<file path="config.mk">
export PLATFORM = sky130hd
export DESIGN_NAME = mem_port_arbiter
export DESIGN_NICKNAME = d
export VERILOG_FILES = /design/src/rtl/mem_port_arbiter_pkg.sv /design/src/rtl/mem_port_arbiter_arb_pick.sv /design/src/rtl/mem_port_arbiter.sv
export SDC_FILE = /design/constraint.sdc
export NUM_CORES = 1
export LEC_CHECK = 0
export ABC_CLOCK_PERIOD_IN_PS = 1700
export CORE_AREA = 3 3 281 283
export DETAILED_ROUTE_END_ITERATION = 16
export DIE_AREA = 0 0 284 286
export PLACE_DENSITY = 0.46
export SLEW_MARGIN = 20
export SYNTH_ARGS = -nofsm -noshare
export SYNTH_HDL_FRONTEND = slang
export SYNTH_SLANG_ARGS = --single-unit
</file>
<file path="constraint.sdc">
create_clock -name CLK -period 1.7 [get_ports CLK]
set_clock_uncertainty 0.2 [all_clocks]
set_input_delay 0.34 -clock CLK [delete_from_list [all_inputs] [get_ports CLK]]
set_output_delay 0.34 -clock CLK [all_outputs]
set_load 0.005 [all_outputs]
</file>
<file path="src/rtl/mem_port_arbiter_pkg.sv">
// Shared definitions for the memory-port arbiter: FSM states, requester IDs and default widths.
package cpu_defs;

    localparam int unsigned DEF_ADDR_W  = 28;
    localparam int unsigned DEF_BLOCK_W = 128;

    typedef enum logic [2:0] {
        ST_IDLE    = 3'd0,
        ST_GRANT_I = 3'd1,
        ST_GRANT_D = 3'd2,
        ST_DONE_I  = 3'd3,
        ST_DONE_D  = 3'd4
    } arb_state_t;

    // Requester IDs double as bit positions in request/exclude vectors.
    localparam logic REQ_I = 1'b0;
    localparam logic REQ_D = 1'b1;

endpackage

</file>
<file path="src/rtl/mem_port_arbiter_arb_pick.sv">
// Two-way combinational picker: masks excluded requesters, breaks ties with the pointer.
module arb_pick
    import cpu_defs::*;
(
    input  logic [1:0] req_i,
    input  logic [1:0] excl_i,
    input  logic       ptr_i,
    output logic       gnt_id_c_o,
    output logic       gnt_valid_c_o
);

    logic [1:0] eff;

    always_comb begin
        eff           = req_i & ~excl_i;
        gnt_valid_c_o = |eff;
        if (&eff) begin
            gnt_id_c_o = ptr_i;
        end else if (eff[REQ_D]) begin
            gnt_id_c_o = REQ_D;
        end else begin
            gnt_id_c_o = REQ_I;
        end
    end

endmodule

</file>
<file path="src/rtl/mem_port_arbiter.sv">
// Shares one main-memory port between the I-cache and D-cache.
// ARB_ROUND_ROBIN_EN: round-robin tie-break in IDLE; otherwise fixed priority D over I.
module mem_port_arbiter
    import cpu_defs::*;
#(
    parameter int unsigned ADDR_W  = DEF_ADDR_W,
    parameter int unsigned BLOCK_W = DEF_BLOCK_W
) (
    input  logic               CLK,
    input  logic               RESET,
    input  logic               I_READ,
    input  logic [ADDR_W-1:0]  I_ADDRESS,
    output logic [BLOCK_W-1:0] I_READDATA,
    output logic               I_BUSYWAIT,
    input  logic               D_READ,
    input  logic               D_WRITE,
    input  logic [ADDR_W-1:0]  D_ADDRESS,
    input  logic [BLOCK_W-1:0] D_WRITEDATA,
    output logic [BLOCK_W-1:0] D_READDATA,
    output logic               D_BUSYWAIT,
    output logic               M_READ,
    output logic               M_WRITE,
    output logic [ADDR_W-1:0]  M_ADDRESS,
    output logic [BLOCK_W-1:0] M_WRITEDATA,
    input  logic [BLOCK_W-1:0] M_READDATA,
    input  logic               M_BUSYWAIT
);

    arb_state_t         state_q, state_d;
    logic               first_q, first_d;
    logic               m_read_q, m_read_d;
    logic               m_write_q, m_write_d;
    logic [ADDR_W-1:0]  m_addr_q, m_addr_d;
    logic [BLOCK_W-1:0] m_wdata_q, m_wdata_d;
    logic [BLOCK_W-1:0] i_rdata_q, i_rdata_d;
    logic [BLOCK_W-1:0] d_rdata_q, d_rdata_d;
    logic [1:0]         req_vec, excl;
    logic               ptr, gnt_id, gnt_valid;

    // Request vector, and exclusion of the requester just served in DONE.
    always_comb begin
        req_vec        = 2'b00;
        req_vec[REQ_I] = I_READ;
        req_vec[REQ_D] = D_READ | D_WRITE;
        excl           = 2'b00;
        if (state_q == ST_DONE_I) excl[REQ_I] = 1'b1;
        if (state_q == ST_DONE_D) excl[REQ_D] = 1'b1;
    end

`ifdef ARB_ROUND_ROBIN_EN
    logic rr_q, rr_d;

    // Pointer names the requester favoured on the next tie: the one not served last.
    always_comb begin
        rr_d = rr_q;
        if (state_q == ST_DONE_I) rr_d = REQ_D;
        if (state_q == ST_DONE_D) rr_d = REQ_I;
    end

    always_ff @(posedge CLK or negedge RESET) begin
        if (!RESET) rr_q <= REQ_I;
        else        rr_q <= rr_d;
    end

    assign ptr = rr_q;
`else
    assign ptr = REQ_D;
`endif

    arb_pick u_pick (
        .req_i        (req_vec),
        .excl_i       (excl),
        .ptr_i        (ptr),
        .gnt_id_c_o   (gnt_id),
        .gnt_valid_c_o(gnt_valid)
    );

    always_comb begin
        state_d   = state_q;
        first_d   = 1'b0;
        m_read_d  = m_read_q;
        m_write_d = m_write_q;
        m_addr_d  = m_addr_q;
        m_wdata_d = m_wdata_q;
        i_rdata_d = i_rdata_q;
        d_rdata_d = d_rdata_q;
        case (state_q)
            ST_GRANT_I, ST_GRANT_D: begin
                // Entry cycle is masked: memory may not have seen the request yet.
                if (!first_q && !M_BUSYWAIT) begin
                    m_read_d  = 1'b0;
                    m_write_d = 1'b0;
                    if (state_q == ST_GRANT_I) begin
                        state_d = ST_DONE_I;
                        if (m_read_q && I_READ) i_rdata_d = M_READDATA;
                    end else begin
                        state_d = ST_DONE_D;
                        if (m_read_q && D_READ) d_rdata_d = M_READDATA;
                    end
                end
            end
            default: begin
                if (gnt_valid) begin
                    first_d = 1'b1;
                    if (gnt_id == REQ_D) begin
                        state_d   = ST_GRANT_D;
                        m_write_d = D_WRITE;
                        m_read_d  = ~D_WRITE;
                        m_addr_d  = D_ADDRESS;
                        m_wdata_d = D_WRITE ? D_WRITEDATA : '0;
                    end else begin
                        state_d   = ST_GRANT_I;
                        m_write_d = 1'b0;
                        m_read_d  = 1'b1;
                        m_addr_d  = I_ADDRESS;
                        m_wdata_d = '0;
                    end
                end else begin
                    state_d   = ST_IDLE;
                    m_read_d  = 1'b0;
                    m_write_d = 1'b0;
                end
            end
        endcase
    end

    always_ff @(posedge CLK or negedge RESET) begin
        if (!RESET) begin
            state_q   <= ST_IDLE;
            first_q   <= 1'b0;
            m_read_q  <= 1'b0;
            m_write_q <= 1'b0;
            m_addr_q  <= '0;
            m_wdata_q <= '0;
            i_rdata_q <= '0;
            d_rdata_q <= '0;
        end else begin
            state_q   <= state_d;
            first_q   <= first_d;
            m_read_q  <= m_read_d;
            m_write_q <= m_write_d;
            m_addr_q  <= m_addr_d;
            m_wdata_q <= m_wdata_d;
            i_rdata_q <= i_rdata_d;
            d_rdata_q <= d_rdata_d;
        end
    end

    assign M_READ      = m_read_q;
    assign M_WRITE     = m_write_q;
    assign M_ADDRESS   = m_addr_q;
    assign M_WRITEDATA = m_wdata_q;
    assign I_READDATA  = i_rdata_q;
    assign D_READDATA  = d_rdata_q;

    // Stalls follow the request level, drop only in the requester's DONE cycle, and clear in reset.
    assign I_BUSYWAIT = RESET & I_READ & (state_q != ST_DONE_I);
    assign D_BUSYWAIT = RESET & (D_READ | D_WRITE) & (state_q != ST_DONE_D);

endmodule

</file>
==> out/qor.yml, run 1 <==
core_area_sq_um: 77000
die_h_microns: 286
critPathMaxFanout: 28
cp-end-kind: "flop"
power_frac_comb_pct: 43.5
layout_common_cells: "dfrtp_1, buf_2, clkdlybuf4s50_1"
n_fill_cell: 7688
wl_met2_mm: 33.8
grt_usage_pct: 15.3
netlist_area_sq_um: 16700
relSlewSlack_pct: 49.8
p_leak_nw: 14.7
grt_max_degree: 106
required_ns: 1.96
syn-num-nets: 1572
wl_met3_mm: 5.42
drv_cap: 0
violations: "setup timing"
p_int_mw: 31.5
cts_sinks: 418
met1_length_mm: 25.0
min_period_over_period_pct: 130
hold_violations: 0
hp-class: "input port to flop"
cp-start-kind: "flop"
criticalPathCategory: "flop to flop"
synth_ff_type: "dfrtp_1"
fin_crit_ns: 2.21
ant_nets: 0
arrival_ns: 2.47
top_layer: "met5"
ys_seq_elements: 418
cts_tree: "yes"
setup_slack_ns: -0.510
slew_viol_final: 0
numCtsBuffers: 51
outcome: "finished, violations left"
fin_tns_setup_ns: -170.17
multi_input_area_sq_um: 6320
ir_drop_uv: 712
stdcell_count: 3298
pin_count: 734
layout_commonest_cell: "dfrtp_1"
synth-seq-area-share_pct: 62.6
synth-edff-count: 0
drt-total-wl_mm: 65.7
p_per_area_nw_per_um2: 1650
switching_share_pct: 32.1
grt_pass1_vias: 14300
synth_cell_types: 31
async_flop_share_pct: 100
synth_top_area_share_pct: 62.6
areaGrowthSynthToFinish_pct: 68.3
placed_cells: 3032
die_w_microns: 284
synth.area.top_cells: "dfrtp_1, mux2_4, mux2_1"
path_clk_slew_ns: 0.06
seq_area_sq_um: 10500
power_mw: 46.3
io_buffers: 733
vias: 13300
fmaxAchievable_ghz: 0.453
synth_top_area_cell: "dfrtp_1"
wl_per_cell_microns: 19.9
ys_warn_count: 0
hpwl_mm: 47.1
clock_latency_ns: 0.57
worstMarginPinSlew_ns: 0.752
initial_core_util_pct: 21.7
route.detailed.drc: 0
syn_inst: 1254
syn_area_per_cell_sq_um: 13.3
grt_setup_unrepaired: "true"
grt_pass1_wl_mm: 94.7
clockBufferDepth: 3
grt_overflow: 0
drive_gt1_share_pct: 47.2
hold_ws_ns: 0.104
htree_levels: 2
antenna_found_initial: 7
cts_root_buf: "clkbuf_16"
first_pass_iters: 4
placementRows: 102
nets: 2533
via_per_inst: 4.02
clockPowerShare_pct: 22.4
finalSetupViolCount: 433
die_area_sq_um: 81200
gp_congestion: 0.800
seq_power_share_pct: 34.0
drtIter0Drc: 484
power.switching_mw: 14.9
Yosys cell counts, types with 2 or more instances:
library cell	number
dfrtp_1	418
nor2_1	5
nand2_1	287
clkbuf_1	22
mux2_2	36
buf_2	22
a21oi_1	2
mux2_4	120
o21ai_0	3
o21ai_1	156
mux2_1	100
mux2i_1	28
nand4_1	2
buf_6	31
buf_4	5
nor3_1	2
worst max-delay path, stage by stage, from the launching register on:
cell and delay, ns:
dfrtp_2 0.41, buf_6 0.12, buf_6 0.11, buf_4 0.13, nor3b_4 0.19, nand4_1 0.16
buf_12 0.21, buf_12 0.19, mux2_4 0.33
cell families after synthesis:
family                 after synthesis  synth area share (%)
muxes                              284                  21.6
DFF                                418                  62.6
AOI/OAI and AO/OA                  169                  5.25
and+or+nand+nor                    302                  7.05
buffers and inverters               81                  3.49
layout make-up:
| class | instances | area share, % |
|---|---|---|
| sequential | 418 | 37.2 |
| timing repair buffer | 988 | 30.0 |
| multi-input combinational | 755 | 22.5 |
| antenna | 4 | 0.0356 |
| tap | 1040 | 4.63 |
| inverter | 1 | 0.0133 |
| clock buffer | 82 | 5.34 |
| clock inverter | 10 | 0.298 |
state kept, by name, summed over array words and instances (netlist names):
name and flops:
M_WRITE 1, M_ADDRESS 28, state_q 3, first_q 1, M_WRITEDATA 128, D_READDATA 128
I_READDATA 128, M_READ 1
final timing paths:
check                      cells past startpoint  slack [ns]         endpoint             from
setup / recovery                               8       -0.51   I_READDATA[94]       state_q[1]
hold / removal                                 3        0.10  M_WRITEDATA[15]  D_WRITEDATA[15]
setup reg to reg                               8       -0.51   I_READDATA[94]       state_q[1]
hold reg to reg                                2        0.28  M_WRITEDATA[70]  M_WRITEDATA[70]
max in group asynchronous                      4       -0.02   I_READDATA[50]            RESET
min in group asynchronous                      3        0.41  M_WRITEDATA[19]            RESET
metal layers:
layer,track usage (%),vias to the layer above
met4,4.15,6
met3,5.64,88
met5,0,-
li1,-,6190
met2,27.1,466
met1,17.2,6508
power groups by stage:
stage	Sequential [mW]	Clock (mW)	Combinational, mW
after CTS	15.7	10.8	18.2
after global placement	15.9	0	18.6
after floorplan	16.0	0	7.16
after global routing	16.2	11.2	21.8
after detailed placement	16.0	0	18.8
final	15.8	10.4	20.2
through the flow:
step | util (%) | area (sq um) | setup WS, ns
after floorplan | - | 17100 | -0.0938
after global placement | 33.9 | 26100 | -0.737
after detailed placement | 33.9 | 26100 | -0.763
after CTS | 35.5 | 27300 | -0.488
after global routing | 36.5 | 28100 | -0.539
final | 36.5 | 28100 | -0.510
what timing repair did:
| action | CTS | global route |
|---|---|---|
| cloned | 10 | 16 |
| setup buffers | 137 | 9 |
| endpoints found under the setup margin | 831 | 676 |
| pin swaps | 6 | 13 |
| hold buffers | 3 | 0 |
| resized for setup | 1759 | 125 |
| hold endpoints to repair | 369 | 0 |
(Power assumes the default switching activity.)
==> run 2, diff against run 1 <==
--- a/config.mk
+++ b/config.mk
@@ -10,7 +10,6 @@
 export DETAILED_ROUTE_END_ITERATION = 16
 export DIE_AREA = 0 0 284 286
 export PLACE_DENSITY = 0.46
-export SLEW_MARGIN = 20
 export SYNTH_ARGS = -nofsm -noshare
 export SYNTH_HDL_FRONTEND = slang
 export SYNTH_SLANG_ARGS = --single-unit
==> results of run 2 <==
The final DEF is identical to that of run 1; final timing and power are the same.
